===== src/rtl/pc_unit_if.sv =====
// pc_unit_if: fetch-control inputs and ROM-side outputs of the program-counter unit
interface pc_unit_if #(
    parameter int ADDR_W = 32
);
    logic              stall;
    logic              br_flag;
    logic [ADDR_W-1:0] br_target;
    logic              flush;
    logic [ADDR_W-1:0] new_pc;
    logic [ADDR_W-1:0] pc;
    logic              ce;
    logic              redir_pend;
    modport master (
        output stall, br_flag, br_target, flush, new_pc,
        input  pc, ce, redir_pend
    );
    modport slave (
        input  stall, br_flag, br_target, flush, new_pc,
        output pc, ce, redir_pend
    );
endinterface


===== src/rtl/pc_unit.sv =====
// pc_unit: fetch program counter with reset vector, stall, branch, buffered redirect and flush
module pc_unit #(
    parameter int              ADDR_W     = 32,
    parameter int              INST_BYTES = 4,
    parameter logic [ADDR_W-1:0] RESET_VEC = '0
) (
    input logic       clk,
    input logic       rst,
    pc_unit_if.slave  bus
);
    localparam logic [ADDR_W-1:0] STEP   = ADDR_W'(INST_BYTES);
    localparam logic [ADDR_W-1:0] MASK   = ~(STEP - 1'b1);
    localparam logic [ADDR_W-1:0] RST_PC = RESET_VEC & MASK;
    typedef enum logic {S_RST, S_RUN} state_t;
    state_t            state;
    logic [ADDR_W-1:0] pend;
    // rst is active-low; the first enabled fetch after release is RST_PC
    always_ff @(posedge clk or negedge rst)
        if (!rst) begin
            state          <= S_RST;
            bus.pc         <= RST_PC;
            bus.ce         <= 1'b0;
            bus.redir_pend <= 1'b0;
            pend           <= '0;
        end else if (state == S_RST) begin
            state  <= S_RUN;
            bus.ce <= 1'b1;
        end else if (bus.flush) begin
            bus.pc         <= bus.new_pc & MASK;
            bus.redir_pend <= 1'b0;
        end else if (bus.stall) begin
            if (bus.br_flag) begin
                pend           <= bus.br_target & MASK;
                bus.redir_pend <= 1'b1;
            end
        end else if (bus.br_flag) begin
            bus.pc         <= bus.br_target & MASK;
            bus.redir_pend <= 1'b0;
        end else if (bus.redir_pend) begin
            bus.pc         <= pend;
            bus.redir_pend <= 1'b0;
        end else
            bus.pc <= bus.pc + STEP;
endmodule


===== src/flat_wrapper.sv =====
// flat-port wrapper written by rule: the top's interface ports become plain ports
module pc_unit_flat 
#(
    parameter int              ADDR_W     = 32,
    parameter int              INST_BYTES = 4,
    parameter logic [ADDR_W-1:0] RESET_VEC = '0
)
  (clk, rst, bus_stall, bus_br_flag, bus_br_target, bus_flush, bus_new_pc, bus_pc, bus_ce, bus_redir_pend);
  pc_unit_if #(.ADDR_W(ADDR_W)) bus_i ();
  input logic clk;
  input logic rst;
  input wire logic [$bits(bus_i.stall)-1:0] bus_stall;
  input wire logic [$bits(bus_i.br_flag)-1:0] bus_br_flag;
  input wire logic [$bits(bus_i.br_target)-1:0] bus_br_target;
  input wire logic [$bits(bus_i.flush)-1:0] bus_flush;
  input wire logic [$bits(bus_i.new_pc)-1:0] bus_new_pc;
  output wire logic [$bits(bus_i.pc)-1:0] bus_pc;
  output wire logic [$bits(bus_i.ce)-1:0] bus_ce;
  output wire logic [$bits(bus_i.redir_pend)-1:0] bus_redir_pend;
  assign bus_i.stall = bus_stall;
  assign bus_i.br_flag = bus_br_flag;
  assign bus_i.br_target = bus_br_target;
  assign bus_i.flush = bus_flush;
  assign bus_i.new_pc = bus_new_pc;
  assign bus_pc = bus_i.pc;
  assign bus_ce = bus_i.ce;
  assign bus_redir_pend = bus_i.redir_pend;
  pc_unit #(.ADDR_W(ADDR_W), .INST_BYTES(INST_BYTES), .RESET_VEC(RESET_VEC)) u_core (.clk(clk), .rst(rst), .bus(bus_i));
endmodule

===== config.mk =====
export PLATFORM = sky130hd
export DESIGN_NAME = pc_unit_flat
export DESIGN_NICKNAME = d
export VERILOG_FILES = /design/src/rtl/pc_unit_if.sv /design/src/rtl/pc_unit.sv /design/src/flat_wrapper.sv
export SDC_FILE = /design/constraint.sdc
export NUM_CORES = 1
export LEC_CHECK = 0
export BUFFER_PORTS_ARGS = -buffer_cell sky130_fd_sc_hd__buf_2
export CAP_MARGIN = 20
export CORE_UTILIZATION = 45
export CTS_CLUSTER_SIZE = 40
export DETAILED_ROUTE_END_ITERATION = 8
export PLACE_DENSITY_LB_ADDON = 0.08
export SYNTH_ARGS = -nofsm -noshare
export SYNTH_HDL_FRONTEND = slang
export SYNTH_SLANG_ARGS = --single-unit

===== constraint.sdc =====
create_clock -name clk -period 4.55 [get_ports clk]
set_input_delay 1.365 -clock clk [delete_from_list [all_inputs] [get_ports clk]]
set_output_delay 1.365 -clock clk [all_outputs]
set_load 0.1 [all_outputs]

==> key figures <==
Status
  – Status: finished, final reports clean

Worst setup path
  – CP cell instances: buf_2, nand2b_1, and2_1, buf_4, o21ai_0, a32o_1
  – Worst setup SP type: input port
  – Launching point of the worst reg2reg path: u_core.bus.pc[4]
  – CP Data Required Time: 4.79 ns
  – CP Max Fanout: 24
  – Crit path max-delay cell type: and2_1
  – Critical Path Source: bus_flush
  – Worst Path Buf+Inv: 2
  – Setup crit end kind: flip-flop
  – Max incr delay on CP: 0.63 ns
  – Worst path arrival time: 3.21 ns
  – CP delay by family, top: simple AND/OR/NAND/NOR gates
  – Crit Path Category: in2reg

Final layout
  – Final Net Count: 566
  – Most frequent cells in the layout: buf_2 (96), dfrtp_1 (63), nand2_1 (31)
  – Layout cells sized above 1: 31.3%
  – Filler-free cell count of the finished design: 606
  – Commonest non-fill, non-tap cell in the layout: buf_2
  – Layout Area Growth over Synthesis: 19.8%
  – Core Util, Final: 55.7%
  – Antenna cells: 0

STA
  – Max_slew headroom: 48.6%
  – Post-route minimum period: 2.97 ns
  – Worst hold slack: 0.473 ns
  – Final setup TNS: 0 ns
  – Clock Skew: 0.00429 ns
  – Final setup violation count: 0
  – Worst-margin pin slew: 0.771 ns
  – Worst Slack Setup Final: 1.58 ns
  – Final Hold Fails: 0
  – Fmax: 0.336 GHz
  – Fin crit share: 65.4%
  – RSZ-0062 raised after global routing: false
  – Slew Limit Fails: 0

Yosys
  – Post-synthesis async set-or-reset flop share: 100%
  – Top-area cell type share of the netlist area: 41.3%
  – Ys Warns: 0
  – Yosys cell types: 52
  – Top cell type by total area after synthesis: dfrtp_1
  – Flops & latches, synth: 63
  – Mapped Area: 3820 um^2
  – Primary FF master, synth: dfrtp_1
  – Mean Syn Cell Area: 9.38 um^2
  – Sequential share of the synthesized area: 41.3%
  – Number of enable flip-flop cells after synthesis: 0
  – Largest cells by area after synthesis: dfrtp_1 (41%), mux2_2 (8.8%), a21oi_1 (3.5%)
  – Syn Inst Count: 407

Floorplan
  – Total die area: 8860 um^2
  – Die W: 94.1 um
  – Die Y: 94.1 um
  – Initial Utilization: 46.5%
  – Core area: 8220 um^2
  – Row cnt: 33
  – IO Count: 103

Power and ir drop
  – Flop pwr share: 38.8%
  – PwrDens: 440 nW/um^2
  – Clock Power Share: 24.6%
  – Peak supply drop: 240 uV
  – Internal Pwr Total: 1.12 mW
  – Switch share: 44.2%
  – Combinational share of power: 36.7%
  – Leak: 1.97 nW
  – Switch Pwr: 890 uW

Placement
  – Final Wtd Congestion: 0.854
  – Hpwl dp: 8.09 mm
  – Placed cells: 589
  – Number of port buffers: 96
  – Pre-CTS worst setup slack: 1.10 ns

Route
  – Drt wl/cell: 19.1 um
  – Iteration-0 DRC Markers: 226
  – WL final: 11.6 mm
  – Final routed DRC violation total: 0
  – Drt pass-1 iters: 4
  – Via-per-instance ratio: 6.15
  – Via total after detailed routing: 3724
  – ANT nets after route: 0

CTS
  – Post-cts sizing count: 0
  – Post-CTS Setup Inserts: 0
  – Max H-tree Level: 3
  – Clock transition at path regs: 0.07 ns
  – Root buf cell: clkbuf_8
  – TritonCTS clock tree: built
  – CTS Sinks: 63
  – Hold Buf Count CTS: 0
  – CTS Buffer Depth: 2
  – Clock latency on the worst-skew pair: 0.35 ns
  – Number of buffers created by CTS: 9

Flow run
  – Max-Cap Viols: 0

Global route
  – Largest net degree at the start of global routing: 35
  – First-pass GRT wire length: 17.9 mm
  – Initial antenna violation count: 0
  – Grt ovf: 0
  – Vias in the first global route: 3392
  – Aggregate global-route resource usage: 27.1%

Hold path
  – Min-delay src: u_core.bus.ce
  – Hold WC Path Type: reg2reg
## cell usage after synthesis (3+ instances only)
| library cell | n |
|---|---|
| a211oi_1 | 5 |
| a21oi_1 | 27 |
| a221o_1 | 8 |
| a221oi_1 | 11 |
| a31oi_1 | 7 |
| a32o_1 | 3 |
| and2_1 | 3 |
| and3_1 | 9 |
| and4_1 | 4 |
| buf_1 | 6 |
| buf_2 | 8 |
| clkbuf_1 | 14 |
| dfrtp_1 | 63 |
| inv_1 | 4 |
| mux2_2 | 30 |
| mux2i_1 | 6 |
| nand2_1 | 31 |
| nand2b_1 | 13 |
| nand3_1 | 14 |
| nand4_1 | 15 |
| nor2_1 | 24 |
| nor2b_1 | 4 |
| nor3_1 | 7 |
| nor4_1 | 5 |
| o211ai_1 | 7 |
| o21ai_0 | 26 |
| o221ai_1 | 3 |
| o22ai_1 | 7 |
| o31ai_1 | 8 |
| o41ai_1 | 3 |
| xnor2_1 | 5 |
## flip-flops by register name, summed over array words and instances (netlist names)
name and flops:
u_core.state 1, u_core.bus.redir_pend 1, u_core.bus.ce 1, u_core.bus.pc 30, u_core.pend 30
## per-stage QoR
stage	instance area (um^2)	power (mW)
after global routing	4570	2.10
final	4570	2.01
after CTS	4570	2.02
after detailed placement	4380	1.53
after floorplan	3820	1.35
after global placement	4380	1.51
## path summary, 6_finish.rpt
check | slack [ns] | endpoint | depth (start not counted)
max | 1.58 | u_core.bus.pc[18] | 6
min | 0.47 | u_core.bus.ce | 1
max reg2reg | 2.38 | u_core.bus.pc[21] | 5
min reg2reg | 0.47 | u_core.bus.ce | 1
max in group asynchronous | 2.69 | u_core.bus.pc[28] | 2
min in group asynchronous | 1.04 | u_core.bus.pc[13] | 1
## power groups by stage
stage               clock network [mW]  logic (mW)  registers (mW)
floorplan                            0       0.249            1.10
global placement                     0       0.729           0.782
detailed placement                   0       0.738           0.788
CTS                              0.499       0.740           0.778
global route                     0.525       0.780           0.795
finish                           0.495       0.739           0.781
## layout make-up
type | count | area, um^2
clock buffers | 13 | 149
clock inverters | 3 | 42.5
fillers | 776 | 3640
inverters | 5 | 18.8
multi-input cells | 309 | 2090
flip-flops and latches | 63 | 1580
well taps | 105 | 131
repair buffers | 108 | 571
## logic make-up after synthesis
logic type | count (synthesis) | synth area share [%]
AO/OA/AOI/OAI | 125 | 22.4
XOR/XNOR | 5 | 1.15
adder cells (fa/ha/maj) | 1 | 0.328
buffers and inverters | 36 | 4.19
flip-flops | 63 | 41.3
multiplexers | 36 | 10.4
other | 2 | 0.197
AND/OR/NAND/NOR | 139 | 20.1
## worst reg2reg max path: cells and delay by family (launching register included)
kind / cells / cell delay, ns
and+or+nand+nor: 3 / 1.03
AOI/OAI and AO/OA: 2 / 0.60
DFF: 1 / 0.49
## per-layer routing
metal | GRT usage [%] | part of all wire [%] | vias up
li1 | - | - | 1735
met1 | 37.9 | 45 | 1860
met2 | 43.2 | 48 | 116
met3 | 3.64 | 5.5 | 13
met4 | 9.10 | 1.3 | 0
met5 | 0 | 0 | -
No activity file was read; power rests on OpenSTA's default activity.
